--- config.mk ---
export PLATFORM = sky130hd
export DESIGN_NAME = fm_wm_mac_sequencer_flat
export DESIGN_NICKNAME = d
export VERILOG_FILES = /design/src/rtl/fm_wm_mac_sequencer_if.sv /design/src/rtl/fm_wm_mac_sequencer.sv /design/src/flat_wrapper.sv
export SDC_FILE = /design/constraint.sdc
export NUM_CORES = 1
export LEC_CHECK = 0
export BUFFER_PORTS_ARGS = -buffer_cell sky130_fd_sc_hd__buf_2
export CORE_UTILIZATION = 30
export DETAILED_ROUTE_END_ITERATION = 12
export PLACE_DENSITY_LB_ADDON = 0.2
export SYNTH_ARGS = -nofsm -noshare
export SYNTH_HDL_FRONTEND = slang
export SYNTH_SLANG_ARGS = --single-unit
--- constraint.sdc ---
create_clock -name clk -period 5.3 [get_ports clk]
set_input_delay 1.06 -clock clk [delete_from_list [all_inputs] [get_ports clk]]
set_output_delay 1.06 -clock clk [all_outputs]
set_load 0.1 [all_outputs]
--- src/rtl/fm_wm_mac_sequencer_if.sv ---
// Bundle between the FM x WM MAC sequencer and its memories/controller.
// master: the sequencer (drives addresses, result writes, status).
// slave: the environment (drives start and the asynchronous read data).
interface fm_wm_mac_sequencer_if #(
  parameter int FEATURE_ROWS   = 6,
  parameter int FEATURE_COLS   = 96,
  parameter int WEIGHT_COLS    = 3,
  parameter int DATA_WIDTH     = 5,
  parameter int DOT_PROD_WIDTH = 16
);
  localparam int ROW_W  = (FEATURE_ROWS > 1) ? $clog2(FEATURE_ROWS) : 1;
  localparam int COL_W  = (FEATURE_COLS > 1) ? $clog2(FEATURE_COLS) : 1;
  localparam int WCOL_W = (WEIGHT_COLS > 1) ? $clog2(WEIGHT_COLS) : 1;

  logic                      start;
  logic [ROW_W-1:0]          feature_row_addr;
  logic [COL_W-1:0]          feature_col_addr;
  logic [WCOL_W-1:0]         weight_col_addr;
  logic [DATA_WIDTH-1:0]     feature_data;
  logic [DATA_WIDTH-1:0]     weight_data;
  logic [ROW_W-1:0]          write_row;
  logic [WCOL_W-1:0]         write_col;
  logic                      wr_en;
  logic [DOT_PROD_WIDTH-1:0] fm_wm_in;
  logic                      busy;
  logic                      done;

  modport master (
    input  start, feature_data, weight_data,
    output feature_row_addr, feature_col_addr, weight_col_addr,
    output write_row, write_col, wr_en, fm_wm_in, busy, done
  );

  modport slave (
    output start, feature_data, weight_data,
    input  feature_row_addr, feature_col_addr, weight_col_addr,
    input  write_row, write_col, wr_en, fm_wm_in, busy, done
  );
endinterface

--- src/rtl/fm_wm_mac_sequencer.sv ---
// Sequencer computing result = FM x WM one element at a time: FEATURE_COLS
// MAC cycles then one WRITE cycle per element, row-major, then a DONE pulse.
// start is only sampled in IDLE; outputs are decoded from the state register.
module fm_wm_mac_sequencer #(
  parameter int FEATURE_ROWS   = 6,
  parameter int FEATURE_COLS   = 96,
  parameter int WEIGHT_COLS    = 3,
  parameter int DATA_WIDTH     = 5,
  parameter int DOT_PROD_WIDTH = 16
) (
  input logic                  clk,
  input logic                  rst,
  fm_wm_mac_sequencer_if.master bus
);
  localparam int ROW_W  = (FEATURE_ROWS > 1) ? $clog2(FEATURE_ROWS) : 1;
  localparam int COL_W  = (FEATURE_COLS > 1) ? $clog2(FEATURE_COLS) : 1;
  localparam int WCOL_W = (WEIGHT_COLS > 1) ? $clog2(WEIGHT_COLS) : 1;
  localparam int PROD_W = 2 * DATA_WIDTH;

  localparam logic [1:0] S_IDLE  = 2'd0;
  localparam logic [1:0] S_MAC   = 2'd1;
  localparam logic [1:0] S_WRITE = 2'd2;
  localparam logic [1:0] S_DONE  = 2'd3;

  localparam logic [ROW_W-1:0]  ROW_LAST = ROW_W'(FEATURE_ROWS - 1);
  localparam logic [COL_W-1:0]  K_LAST   = COL_W'(FEATURE_COLS - 1);
  localparam logic [WCOL_W-1:0] COL_LAST = WCOL_W'(WEIGHT_COLS - 1);

  logic [1:0]                state;
  logic [ROW_W-1:0]          row;
  logic [COL_W-1:0]          k;
  logic [WCOL_W-1:0]         col;
  logic [DOT_PROD_WIDTH-1:0] acc;
  logic [PROD_W-1:0]         prod;

  // Full-width unsigned product; the accumulator add wraps modulo 2^DOT_PROD_WIDTH.
  assign prod = PROD_W'(bus.feature_data) * PROD_W'(bus.weight_data);

  // State, element counters and accumulator; reset overrides everything.
  always_ff @(posedge clk) begin
    if (rst) begin
      state <= S_IDLE;
      row   <= '0;
      k     <= '0;
      col   <= '0;
      acc   <= '0;
    end else begin
      case (state)
        S_IDLE: begin
          if (bus.start) begin
            state <= S_MAC;
            row   <= '0;
            k     <= '0;
            col   <= '0;
            acc   <= '0;
          end
        end
        S_MAC: begin
          acc <= acc + DOT_PROD_WIDTH'(prod);
          k   <= k + 1'b1;
          if (k == K_LAST) begin
            state <= S_WRITE;
          end
        end
        S_WRITE: begin
          acc <= '0;
          k   <= '0;
          if (col == COL_LAST) begin
            col <= '0;
            if (row == ROW_LAST) begin
              row   <= '0;
              state <= S_DONE;
            end else begin
              row   <= row + 1'b1;
              state <= S_MAC;
            end
          end else begin
            col   <= col + 1'b1;
            state <= S_MAC;
          end
        end
        S_DONE: begin
          state <= S_IDLE;
        end
        default: begin
          state <= S_IDLE;
        end
      endcase
    end
  end

  // Output decode: everything idles at zero unless its state owns it; rst blanks all.
  always_comb begin
    bus.feature_row_addr = '0;
    bus.feature_col_addr = '0;
    bus.weight_col_addr  = '0;
    bus.write_row        = '0;
    bus.write_col        = '0;
    bus.wr_en            = 1'b0;
    bus.fm_wm_in         = '0;
    bus.busy             = 1'b0;
    bus.done             = 1'b0;
    if (!rst) begin
      case (state)
        S_MAC: begin
          bus.feature_row_addr = row;
          bus.feature_col_addr = k;
          bus.weight_col_addr  = col;
          bus.busy             = 1'b1;
        end
        S_WRITE: begin
          bus.wr_en     = 1'b1;
          bus.fm_wm_in  = acc;
          bus.write_row = row;
          bus.write_col = col;
          bus.busy      = 1'b1;
        end
        S_DONE: begin
          bus.done = 1'b1;
        end
        default: begin
        end
      endcase
    end
  end
endmodule

--- src/flat_wrapper.sv ---
// flat-port wrapper written by rule: the top's interface ports become plain ports
module fm_wm_mac_sequencer_flat 
#(
  parameter int FEATURE_ROWS   = 6,
  parameter int FEATURE_COLS   = 96,
  parameter int WEIGHT_COLS    = 3,
  parameter int DATA_WIDTH     = 5,
  parameter int DOT_PROD_WIDTH = 16
)
  (clk, rst, bus_start, bus_feature_data, bus_weight_data, bus_feature_row_addr, bus_feature_col_addr, bus_weight_col_addr, bus_write_row, bus_write_col, bus_wr_en, bus_fm_wm_in, bus_busy, bus_done);
  fm_wm_mac_sequencer_if #(.FEATURE_ROWS(FEATURE_ROWS), .FEATURE_COLS(FEATURE_COLS), .WEIGHT_COLS(WEIGHT_COLS), .DATA_WIDTH(DATA_WIDTH), .DOT_PROD_WIDTH(DOT_PROD_WIDTH)) bus_i ();
  input logic clk;
  input logic rst;
  input wire logic [$bits(bus_i.start)-1:0] bus_start;
  input wire logic [$bits(bus_i.feature_data)-1:0] bus_feature_data;
  input wire logic [$bits(bus_i.weight_data)-1:0] bus_weight_data;
  output wire logic [$bits(bus_i.feature_row_addr)-1:0] bus_feature_row_addr;
  output wire logic [$bits(bus_i.feature_col_addr)-1:0] bus_feature_col_addr;
  output wire logic [$bits(bus_i.weight_col_addr)-1:0] bus_weight_col_addr;
  output wire logic [$bits(bus_i.write_row)-1:0] bus_write_row;
  output wire logic [$bits(bus_i.write_col)-1:0] bus_write_col;
  output wire logic [$bits(bus_i.wr_en)-1:0] bus_wr_en;
  output wire logic [$bits(bus_i.fm_wm_in)-1:0] bus_fm_wm_in;
  output wire logic [$bits(bus_i.busy)-1:0] bus_busy;
  output wire logic [$bits(bus_i.done)-1:0] bus_done;
  assign bus_i.start = bus_start;
  assign bus_i.feature_data = bus_feature_data;
  assign bus_i.weight_data = bus_weight_data;
  assign bus_feature_row_addr = bus_i.feature_row_addr;
  assign bus_feature_col_addr = bus_i.feature_col_addr;
  assign bus_weight_col_addr = bus_i.weight_col_addr;
  assign bus_write_row = bus_i.write_row;
  assign bus_write_col = bus_i.write_col;
  assign bus_wr_en = bus_i.wr_en;
  assign bus_fm_wm_in = bus_i.fm_wm_in;
  assign bus_busy = bus_i.busy;
  assign bus_done = bus_i.done;
  fm_wm_mac_sequencer #(.FEATURE_ROWS(FEATURE_ROWS), .FEATURE_COLS(FEATURE_COLS), .WEIGHT_COLS(WEIGHT_COLS), .DATA_WIDTH(DATA_WIDTH), .DOT_PROD_WIDTH(DOT_PROD_WIDTH)) u_core (.clk(clk), .rst(rst), .bus(bus_i));
endmodule
Yosys cells after proc, flatten, opt, wreduce, memory -nomap -nowiden
Cells that the tools add are included.
Storage, ports and cells
  bits of input ports: 13
  output and inout bits: 36
  flip-flop bits (word level): 30
Operators by class
  $add $sub $neg: 4
  multiply operators: 1
  equal/unequal tests: 9
  multiplexer cells: 34
  reduce and logical (&&, ||, !) cells: 8
Operators by type and width (number)
  $mux 16: 3
  $pmux 16 s3: 1
  $mux 3: 7
  $mux 7: 3
  $pmux 7 s3: 1
  $mux 2: 10
  $add 16x10->16: 1
  $mul 5x5->10: 1
  $pmux 2 s4: 1
  $add 7x1->7 const B: 1
  $eq 7x7->1 const B: 1
  $eq 2x2->1 const B: 3
  $mux 1: 6
  $pmux 3 s2: 1
  $reduce_and 2->1: 3
  $ne 2x1->1 const B: 2
  $pmux 2 s2: 1
  $add 3x1->3 const B: 1
  $eq 3x3->1 const B: 1
  $reduce_and 3->1: 1
  $reduce_bool 3->1: 1
  $add 2x1->2 const B: 1
  $eq 2x1->1 const B: 1
  $logic_not 2->1: 1
  other kinds (3): 3

Longest topological paths before layout
Gate-level depths: netlist of the first run.
  depth in word-level cells: 4
  mapped depth: 13
  mapped depth without buffers: 13

Least setup slack after synthesis of the first run
OpenSTA, ideal clock, no wires.
  kind: in2out
  from: in rst
  to: out bus_fm_wm_in[0]
  arrival: 3234 ps
  path buffers: 2
  required time: 4240 ps
  slack: 1006 ps
  stages on the path: 4
  cell sequence: clkbuf_1 nor2b_1 clkbuf_1 and2_1
On the way
  word-level cells in the longest chain between the ends: 1
Ends and longest elaborated chain
  from (decl): RTL line flat_wrapper.sv:13  | input logic rst;
  $mux 16: RTL line fm_wm_mac_sequencer.sv:103  | if (!rst) begin
  to (decl): RTL line flat_wrapper.sv:23  | output wire logic [$bits(bus_i.fm_wm_in)-1:0] bus_fm_wm_in;
Every way passes these cells.

Final worst setup path of the first run
  from: in bus_feature_data[1]
  to: reg u_core.acc[8]
On the way
  word-level cells in the longest chain between the ends: 3
Ends and longest elaborated chain
  from (decl): RTL line flat_wrapper.sv:15  | input wire logic [$bits(bus_i.feature_data)-1:0] bus_feature_data;
  $mul 5x5->10: RTL line fm_wm_mac_sequencer.sv:37  | assign prod = PROD_W'(bus.feature_data) * PROD_W'(bus.weight_data);
  $add 16x10->16: RTL line fm_wm_mac_sequencer.sv:59  | acc <= acc + DOT_PROD_WIDTH'(prod);
  $pmux 16 s3: RTL line fm_wm_mac_sequencer.sv:48  | case (state)
  to (signal assigned): RTL line fm_wm_mac_sequencer.sv:59
  to (decl): RTL line fm_wm_mac_sequencer.sv:33  | logic [DOT_PROD_WIDTH-1:0] acc;
Every way passes these cells.
A chain may end at the register's enable or synchronous reset.

==> impl_results.md, run 1 <==
* Status: finished, violations left
* Failing checks: design-rule violations
* Clock Sinks at 30
* Initial DRC Count at 90
* Largest net degree at the start of global routing at 28
* PD cells at 328.4 nW/um^2
* Final Non-Filler Cells at 494
* Nets at 441
* Post-CTS Setup Bufs at 0
* WP data required at 5.48 ns
* Crit path DAT at 4.47 ns
* Min-Delay Path Class: flip-flop to flip-flop
* Placed cells at 487
* Synth cell count leaders: 50 x and2_1, 35 x inv_1, 30 x dfxtp_1
* CTS Buf Count at 5
* Maxcap violations at 0
* Longest Clk Path Bufs at 2
* Synthesized cell area at 2754 um^2
* Final WL at 6.640 mm
* Area growth syn-to-layout at 15.04%
* Distinct cells, synth at 48
* Post-synthesis compound-gate area fraction at 13.81%
* CTS tree: done
* P_leak at 1.493 nW
* GRT Total Usage at 15.00%
* Final GP Congestion at 0.7562
* Ys flop type: dfxtp_1
* RSZ-0062 raised after global routing: no
* Core Box Area at 8806 um^2
* Sequential share of the synthesized area at 21.81%
* Final TNS setup at 0 ns
* Yosys reg bits at 30
* Hold-fix buffers, CTS at 0
* Syn. warnings at 0
* Clk slew on worst S/H paths at 0.07 ns
* Slew HR at 54.37%
* Final Max Tran Viols at 0
* # DRC at 6
* Final setup fails at 0
* Post-synthesis mux area share at 1.636%
* Worst clock skew at 0.005901 ns
* Synth top area cells: dfxtp_1 22%, fa_1 12%, and2_1 11%, ha_1 11%, inv_1 4.8%
* Setup crit start kind: primary input
* Via count at 2445
* Initial DRT Pass Iterations at 9
* Chip width at 97.81 um
* Port-buffer cells at 48
* Maximum VDD drop at 0.0003221 V
* H-tree levels at 2
* Synth area leader: dfxtp_1
* Slew at the pin closest to its max-slew limit at 0.6830 ns
* Crit-path max FO at 5
* Die area at 9567 um^2
* Syn Area/Cell at 8.100 um^2
* # diodes at 0
* Fillers at 939
* Xor and xnor area share after synthesis at 2.226%
* Count leader, synth: and2_1
* Antenna-violating nets left at 0
* WL per Instance at 13.44 um
* Die Ht at 97.81 um
* Post-synth EDFFs at 0
* Vias in the first global route at 2434
* Initial core utilization at 31.27%
* Io pins at 49
* GRT Residual Overflow at 0
* Rows at 34
* Net Count, Synth at 395
* Cell area after layout at 3168 um^2
* Share of post-route cells with drive strength above 1 at 15.54%
* Synth async-reset ratio at 0%
* Setup crit end kind: flip-flop
* Crit Path Category: primary input to flip-flop
* Simple-Gate Fraction of Synth Area at 29.58%
* Highest Clock Rate at 232.9 MHz
* Final period util at 81.02%
* Gate Count Post-Synth at 340
* Area share of fa/ha/maj cells after synthesis at 23.72%
* CTS resizes at 0
* Share of the synthesized area in the top cell type at 21.81%
* Util after Layout at 35.98%
* First-pass GRT wire length at 11.63 mm
* Vias/cell at 4.949
* Post-DP HPWL at 5.031 mm
* Placed Area at 3092 um^2
* Final Hold Fails at 0
* Tmin final at 4.294 ns
* Initial antenna violation count at 0
* Skew-Pair Late Insertion Delay at 0.28 ns
* Root buf cell: clkbuf_8
* Largest family of logic cells by synthesized area: simple AND/OR/NAND/NOR gates
==> worst max-delay path, stage by stage <==
cell	delay (ns)
buf_2	0.12
and2_1	0.17
fa_1	0.52
fa_1	0.55
inv_1	0.05
fa_1	0.53
inv_1	0.04
ha_1	0.34
o21a_1	0.19
o31a_1	0.14
o21a_1	0.20
or3_1	0.32
a41o_1	0.23
==> flip-flops by register name (all words and copies together) (netlist names) <==
signal	flops
u_core.row	3
u_core.acc	16
u_core.k	7
u_core.state	2
u_core.col	2
==> power breakdown <==
| part | switching (mW) | leakage, nW | internal [mW] |
|---|---|---|---|
| registers | 0.0251 | 0.242 | 0.249 |
| logic | 0.381 | 1.21 | 0.206 |
| clock network | 0.0890 | 0.0383 | 0.0904 |
==> per-stage QoR <==
stage / power (mW) / hold WS (ns) / setup slack (ns)
after floorplan: 0.7513 / 0.4403 / 1.006
after global placement: 0.8674 / 0.4622 / 0.7592
after detailed placement: 0.8664 / 0.4683 / 0.7273
after CTS: 1.055 / 0.4776 / 1.018
after global routing: 1.144 / 0.5142 / 0.7486
final: 1.040 / 0.4734 / 1.006
==> layout by cell type, fill, tap and decap left out, types with 4 or more instances in the layout <==
cell type,Yosys,routed
a211oi_1,4,4
nand3b_1,6,6
nor2b_1,9,9
dfxtp_1,30,30
inv_1,35,35
or3_1,5,5
buf_2,0,48
nand4_1,5,5
a21oi_1,26,26
nor3_1,4,4
ha_1,25,25
clkbuf_8,0,5
buf_4,0,4
nand3_1,8,8
xor2_1,5,5
nand2_1,29,29
fa_1,17,17
and2_1,50,50
o21ai_0,9,9
nor2_1,18,18
==> final cells by class <==
| type | instances | area, um^2 | share of cell area, % |
|---|---|---|---|
| Multi-Input combinational cell | 262 | 1954 | 61.69 |
| Sequential cell | 30 | 600.6 | 18.96 |
| Timing Repair Buffer | 52 | 270.3 | 8.531 |
| Tap cell | 108 | 135.1 | 4.265 |
| Inverter | 35 | 131.4 | 4.147 |
| Clock buffer | 7 | 76.32 | 2.409 |
==> routing by layer <==
layer	part of all wire [%]	wire length, um	track usage (%)	up-vias
met2	46	3023	23.95	57
met5	0	0	0	-
li1	-	-	-	1232
met1	49	3256	21.03	1148
met4	1.4	94	4.545	0
met3	4.0	265	2.076	8
==> kinds of logic after synthesis <==
logic type,count (synthesis)
DFF,30
AOI/OAI and AO/OA,61
muxes,4
adders and majority gates,42
buffers and inverters,48
and+or+nand+nor,148
xor gates and xnor gates,7
==> worst paths after layout <==
check,start,endpoint,slack (ns),cells after the start
min reg2reg,u_core.acc[0]$_SDFFE_PP0P_,u_core.acc[0]$_SDFFE_PP0P_,0.47,2
min,u_core.acc[0]$_SDFFE_PP0P_,u_core.acc[0]$_SDFFE_PP0P_,0.47,2
max reg2reg,u_core.acc[4]$_SDFFE_PP0P_,u_core.acc[8]$_SDFFE_PP0P_,1.63,11
max,bus_feature_data[1],u_core.acc[8]$_SDFFE_PP0P_,1.01,13
No activity file was read; power rests on OpenSTA's default activity.
==> run 2: changes to the inputs <==
==> constraint.sdc (replaced) <==
create_clock -name clk -period 4.06 [get_ports clk]
set_input_delay 0.812 -clock clk [delete_from_list [all_inputs] [get_ports clk]]
set_output_delay 0.812 -clock clk [all_outputs]
set_load 0.1 [all_outputs]
==> run 2 against run 1 <==
Net effect:
- the flow still finishes with violations (design-rule violations)
- power is 44% higher
- combinational power grew 50%
- die area unchanged
- sequential share of layout area down 1.2 points
- first-iteration DRC count grew 3.3%
- non-clock buffer count is 22 higher
- clock power increased by 47%
- register-to-register slack lost 1.2 ns
- worst hold slack about the same
- clock skew is 0.0032 ns higher
- critical path depth decreased by 1
- sequential cell count did not move
- critical endpoint unchanged
==> impl_results.md, run 2 (synthesis results as in run 1) <==
* Final GP Congestion at 0.8110 (was 0.7562)
* Setup crit start kind: primary input (unchanged)
* Crit Path Category: primary input to flip-flop (unchanged)
* # DRC at 5 (was 6)
* Worst clock skew at 0.009122 ns (was 0.005901 ns)
* Antenna-violating nets left at 0 (unchanged)
* P_leak at 1.615 nW (was 1.493 nW)
* Clk pwr share at 17.5% (was 17.2%)
* GRT Residual Overflow at 0 (unchanged)
* Maximum VDD drop at 0.0004498 V (was 0.0003221 V)
* Rows at 34 (unchanged)
* PD cells at 443.3 nW/um^2 (was 328.4 nW/um^2)
* Int Power at 811.4 uW (was 545.5 uW)
* Comb power frac at 58.6% (was 56.4%)
* Initial core utilization at 31.27% (unchanged)
* Vias/cell at 4.805 (was 4.949)
* Reg2Reg Capture Point: u_core.acc[8]$_SDFFE_PP0P_ (unchanged)
* FF-to-FF Start: u_core.acc[4]$_SDFFE_PP0P_ (unchanged)
* Final TNS setup at 0 ns (unchanged)
* Port-buffer cells at 48 (unchanged)
* Sw Pwr at 690.0 uW (was 494.9 uW)
* Die Ht at 97.81 um (unchanged)
* Nets at 463 (was 441)
* Hold-fix buffers, CTS at 0 (unchanged)
* Final period util at 96.71%
* Min-Delay Path Class: flip-flop to flip-flop (unchanged)
* First-pass GRT wire length at 11.60 mm (was 11.63 mm)
* Worst setup path end: u_core.acc[8]$_SDFFE_PP0P_ (unchanged)
* Most flop-heavy register: u_core.acc (unchanged)
* Final WL at 6.994 mm (was 6.640 mm)
* Initial antenna violation count at 0 (unchanged)
* CTS tree: done (unchanged)
* Maxcap violations at 0 (unchanged)
* Most common cell after layout, fill and taps aside: and2_1 (unchanged)
* Final Hold Fails at 0 (unchanged)
* Reg2reg path depth at 11 (unchanged)
* Skew-Pair Late Insertion Delay at 0.29 ns (was 0.28 ns)
* Failing checks: design-rule violations (unchanged)
* Clk slew on worst S/H paths at 0.08 ns (was 0.07 ns)
* Die area at 9567 um^2 (unchanged)
* Chip width at 97.81 um (unchanged)
* Via count at 2484 (was 2445)
* Crit-path max FO at 4 (was 5)
* Final setup fails at 0 (unchanged)
* Crit path DAT at 4.12 ns (was 4.47 ns)
* CTS Buf Count at 5 (unchanged)
* Slew HR at 67.98% (was 54.37%)
* Sw Ratio at 45.96% (was 47.57%)
* Vias in the first global route at 2418 (was 2434)
* Fillers at 916 (was 939)
* Initial DRC Count at 93 (was 90)
* Root buf cell: clkbuf_8 (unchanged)
* Total Power at 1.501 mW (was 1.040 mW)
* Reg-to-reg slack, setup at 0.41 ns (was 1.63 ns)
* Area growth syn-to-layout at 22.99% (was 15.04%)
* Largest register FFs at 16 (unchanged)
* Share of post-route cells with drive strength above 1 at 21.76% (was 15.54%)
* Status: finished, violations left (unchanged)
* Commonest non-fill, non-tap cells in the layout: 50 x and2_1, 47 x buf_2, 35 x inv_1 (was 50 x and2_1, 48 x buf_2, 35 x inv_1)
* Setup crit end kind: flip-flop (unchanged)
* Top Registers: u_core.acc x16, u_core.k x7, u_core.row x3 (unchanged)
* Io pins at 49 (unchanged)
* Clock Sinks at 30 (unchanged)
* WL per Instance at 13.53 um (was 13.44 um)
* Sequential power share at 23.8% (was 26.4%)
* H-tree levels at 2 (unchanged)
* Slew at the pin closest to its max-slew limit at 0.4753 ns (was 0.6830 ns)
* WP data required at 4.25 ns (was 5.48 ns)
* Largest net degree at the start of global routing at 21 (was 28)
* Highest Clock Rate at 254.7 MHz
* Core Box Area at 8806 um^2 (unchanged)
* Longest Clk Path Bufs at 2 (unchanged)
* Tmin final at 3.926 ns
* Post-DP HPWL at 5.222 mm (was 5.031 mm)
* Worst Setup SP: bus_feature_data[2] (was bus_feature_data[1])
* Initial DRT Pass Iterations at 8 (was 9)
* # diodes at 0 (unchanged)
* Final Max Tran Viols at 0 (unchanged)
* GRT Total Usage at 15.09% (was 15.00%)
## run 2: area by class of cell
| type | count | area (um^2) | share of cell area (%) |
|---|---|---|---|
| well taps | 108 | 135.1 | 3.990 |
| clock inverters | 1 | 5.005 | 0.1478 |
| multi-input cells | 262 | 1991 | 58.77 |
| inverters | 35 | 131.4 | 3.879 |
| repair buffers | 74 | 437.9 | 12.93 |
| clock buffers | 7 | 86.33 | 2.549 |
| flip-flops and latches | 30 | 600.6 | 17.73 |
## run 2: metal layers
metal	wire [um]	share of wire, %	vias up	global-route usage [%]
met5	0	0	-	0
met4	60	0.86	0	3.730
met1	3469	50	1167	20.15
met3	211	3.0	7	2.720
li1	-	-	1277	-
met2	3253	47	33	25.20
## run 2: worst min-delay path by stage
| stage | slack (ns) | cells after the start | startpoint | to |
|---|---|---|---|---|
| 5_1_grt | 0.50 | 2 | u_core.acc[0]$_SDFFE_PP0P_ | u_core.acc[0]$_SDFFE_PP0P_ |
| 2_1_floorplan | 0.44 | 2 | u_core.acc[3]$_SDFFE_PP0P_ | u_core.acc[3]$_SDFFE_PP0P_ |
| 3_3_place_gp | 0.46 | 2 | u_core.acc[0]$_SDFFE_PP0P_ | u_core.acc[0]$_SDFFE_PP0P_ |
| 3_5_place_dp | 0.47 | 2 | u_core.acc[0]$_SDFFE_PP0P_ | u_core.acc[0]$_SDFFE_PP0P_ |
| 4_1_cts | 0.48 | 2 | u_core.acc[0]$_SDFFE_PP0P_ | u_core.acc[0]$_SDFFE_PP0P_ |
| 6_report | 0.47 | 2 | u_core.acc[5]$_SDFFE_PP0P_ | u_core.acc[5]$_SDFFE_PP0P_ |
## run 2: power by group through the flow
stage | Clock [mW] | Sequential, mW | Combinational [mW]
2_1_floorplan | 0 | 0.354 | 0.626
3_3_place_gp | 0 | 0.365 | 0.832
3_5_place_dp | 0 | 0.365 | 0.835
4_1_cts | 0.271 | 0.358 | 0.843
5_1_grt | 0.285 | 0.365 | 0.983
6_report | 0.263 | 0.358 | 0.881
## run 2: timing repair
action	CTS	global route
setup endpoints to repair	0	5
setup buffers	0	2
resized for setup	0	6
hold endpoints to repair	0	0
## run 2: through the flow
| step | utilization [%] | hold slack [ns] | setup WS [ns] | instance area, um^2 | instances |
|---|---|---|---|---|---|
| floorplan | - | 0.4403 | 0.01585 | 2754 | 340 |
| global placement | 36.81 | 0.4589 | -0.2309 | 3242 | 507 |
| detailed placement | 36.81 | 0.4679 | -0.2286 | 3242 | 507 |
| CTS | 37.85 | 0.4761 | 0.01397 | 3333 | 515 |
| global route | 38.46 | 0.4960 | -0.0006488 | 3387 | 517 |
| finish | 38.46 | 0.4739 | 0.1338 | 3387 | 517 |
## run 2: worst max-delay path, stage by stage
cell,delay (ns)
buf_2,0.11
nand2_2,0.06
fa_1,0.58
fa_1,0.46
fa_1,0.54
inv_1,0.05
ha_1,0.29
nor2b_1,0.15
o31a_1,0.33
o21a_1,0.21
or3_1,0.31
a41o_1,0.23
==> run 3: changes to the inputs <==
--- a/config.mk
+++ b/config.mk
@@ -6,6 +6,7 @@
 export NUM_CORES = 1
 export LEC_CHECK = 0
 export BUFFER_PORTS_ARGS = -buffer_cell sky130_fd_sc_hd__buf_2
+export CORE_MARGIN = 5
 export CORE_UTILIZATION = 30
 export DETAILED_ROUTE_END_ITERATION = 12
 export PLACE_DENSITY_LB_ADDON = 0.2
==> run 3 against run 2 <==
Net effect:
- via count down 1.4%
- clock power up 17%
- sequential share of layout area up 0.099 points
- first-iteration DRC count down 20%
- the run now ends clean
- clock skew down 0.0015 ns
- non-clock buffer count down 4
- combinational power down 5.8%
- utilization down 1.5 points
- die area up 17%
- cell count down 0.19%
- clock-buffer cell count down 1
- register-to-register slack better by 0.03 ns
==> impl_results.md, run 3 (synthesis results as in run 1) <==
* Status: finished clean (was finished, violations left)
* Io pins at 49 (unchanged)
* Final GP Congestion at 0.7740 (was 0.8110)
* Area growth syn-to-layout at 22.31% (was 22.99%)
* Util after Layout at 36.98% (was 38.46%)
* PD cells at 443.9 nW/um^2 (was 443.3 nW/um^2)
* CTS tree: done (unchanged)
* Cell area after layout at 3368 um^2 (was 3387 um^2)
* Longest Clk Path Bufs at 2 (unchanged)
* Highest Clock Rate at 255.3 MHz (was 254.7 MHz)
* Sw Pwr at 663.3 uW (was 690.0 uW)
* P_leak at 1.598 nW (was 1.615 nW)
* Slew at the pin closest to its max-slew limit at 0.6349 ns (was 0.4753 ns)
* # diodes at 0 (unchanged)
* Commonest non-fill, non-tap cells in the layout: 50 x and2_1, 48 x buf_2, 35 x inv_1 (was 50 x and2_1, 47 x buf_2, 35 x inv_1)
* Placed cells at 508 (was 507)
* Final Max Tran Viols at 0 (unchanged)
* Most flop-heavy register: u_core.acc (unchanged)
* Post-DP HPWL at 5.325 mm (was 5.222 mm)
* Antenna-violating nets left at 0 (unchanged)
* GRT Residual Overflow at 0 (unchanged)
* Sequential power share at 24.0% (was 23.8%)
* Setup crit start kind: primary input (unchanged)
* Final WL at 6.852 mm (was 6.994 mm)
* Nets at 459 (was 463)
* Skew-Pair Late Insertion Delay at 0.28 ns (was 0.29 ns)
* Maximum VDD drop at 0.0003384 V (was 0.0004498 V)
* Most common cell after layout, fill and taps aside: and2_1 (unchanged)
* Via count at 2450 (was 2484)
* Vias/cell at 4.748 (was 4.805)
* Share of post-route cells with drive strength above 1 at 20.74% (was 21.76%)
* Top Registers: u_core.acc x16, u_core.k x7, u_core.row x3 (unchanged)
* Root buf cell: clkbuf_8 (unchanged)
* Clk slew on worst S/H paths at 0.07 ns (was 0.08 ns)
* Largest register FFs at 16 (unchanged)
* Final period util at 96.47% (was 96.71%)
* Rows at 35 (was 34)
* Initial core utilization at 30.23% (was 31.27%)
* Tmin final at 3.916 ns (was 3.926 ns)
* Post-CTS Setup Bufs at 0 (unchanged)
* WL per Instance at 13.28 um (was 13.53 um)
* Maxcap violations at 0 (unchanged)
* Sw Ratio at 44.36% (was 45.96%)
* Slew HR at 57.67% (was 67.98%)
* Min-Delay Path Class: flip-flop to flip-flop (unchanged)
* CTS Buf Count at 5 (unchanged)
* Chip width at 105.8 um (was 97.81 um)
* Initial DRC Count at 74 (was 93)
* Initial antenna violation count at 0 (unchanged)
* Core Box Area at 9109 um^2 (was 8806 um^2)
* # DRC at 0 (was 5)
* H-tree levels at 2 (unchanged)
* Clk pwr share at 20.5% (was 17.5%)
* Int Power at 831.9 uW (was 811.4 uW)
* Worst clock skew at 0.007651 ns (was 0.009122 ns)
* Worst Hold Slack at 0.4727 ns (was 0.4739 ns)
* Final Non-Filler Cells at 516 (was 517)
* Vias in the first global route at 2486 (was 2418)
* Setup crit end kind: flip-flop (unchanged)
* Largest net degree at the start of global routing at 29 (was 21)
* Clock Sinks at 30 (unchanged)
* First-pass GRT wire length at 11.70 mm (was 11.60 mm)
* Final Hold Fails at 0 (unchanged)
* GRT Total Usage at 12.61% (was 15.09%)
* Die area at 11200 um^2 (was 9567 um^2)
* Placed Area at 3231 um^2 (was 3242 um^2)
* Port-buffer cells at 48 (unchanged)
* Comb power frac at 55.5% (was 58.6%)
* Final setup fails at 0 (unchanged)
* Placement Setup Slack at -0.2392 ns (was -0.2286 ns)
* Crit Path Category: primary input to flip-flop (unchanged)
* Crit-path max FO at 4 (unchanged)
* Initial DRT Pass Iterations at 4 (was 8)
* WP data required at 4.23 ns (was 4.25 ns)
* Die Ht at 105.8 um (was 97.81 um)
* Worst Setup Slack, final at 0.1435 ns (was 0.1338 ns)
* Crit path DAT at 4.09 ns (was 4.12 ns)
-- run 3: changes by cell type in the layout (fill, tap and decap cells not counted), sizes merged --
cell      before  now
clkinv         1    0
clkbuf         7    6
bufinv         0    1
buf           74   70
clkinvlp       0    1
-- run 3: cell type report --
cell class                 instances  area [um^2]
sequential                        30        600.6
timing repair buffer              70        405.4
tap                              111        138.9
clock inverter                     2        37.54
inverter                          35        131.4
fill                             985         5741
clock buffer                       6        72.57
multi-input combinational        262         1982
-- run 3: per-stage QoR --
step | setup TNS (ns) | power, mW
after CTS | 0 | 1.502
final | 0 | 1.495
after global routing | -0.004661 | 1.634
after detailed placement | -1.262 | 1.184
after global placement | -0.9306 | 1.181
after floorplan | 0 | 0.9807
-- run 3: power by group through the flow --
| stage | Clock (mW) | Combinational, mW | Sequential, mW |
|---|---|---|---|
| after floorplan | 0 | 0.626 | 0.354 |
| after global placement | 0 | 0.817 | 0.364 |
| after detailed placement | 0 | 0.819 | 0.364 |
| after CTS | 0.318 | 0.827 | 0.358 |
| after global routing | 0.329 | 0.943 | 0.362 |
| final | 0.307 | 0.830 | 0.358 |
-- run 3: path summary, 6_finish.rpt --
| path | from | to | slack, ns | depth (start not counted) |
|---|---|---|---|---|
| setup reg to reg | u_core.acc[4]$_SDFFE_PP0P_ | u_core.acc[8]$_SDFFE_PP0P_ | 0.44 | 11 |
| hold / removal | u_core.acc[3]$_SDFFE_PP0P_ | u_core.acc[3]$_SDFFE_PP0P_ | 0.47 | 2 |
| hold reg to reg | u_core.acc[3]$_SDFFE_PP0P_ | u_core.acc[3]$_SDFFE_PP0P_ | 0.47 | 2 |
| setup / recovery | bus_weight_data[4] | u_core.acc[8]$_SDFFE_PP0P_ | 0.14 | 12 |
-- run 3: routing by layer --
metal | track usage [%] | wire [um]
met5 | 0 | 0
met4 | 2.775 | 47
met3 | 2.388 | 320
met2 | 21.27 | 3247
met1 | 16.70 | 3236
-- run 3: what timing repair did --
item	4_1_cts	5_1_grt
resized for setup	0	4
hold endpoints to repair	0	0
hold buffers	0	0
setup endpoints to repair	0	6
-- run 3: critical path, cell delays in order --
cell	delay [ns]
buf_2	0.11
nand2_1	0.08
fa_1	0.52
fa_1	0.52
fa_1	0.57
inv_1	0.05
ha_1	0.29
nor2b_1	0.15
o31a_1	0.27
o21a_1	0.18
or3_1	0.30
a41o_1	0.22
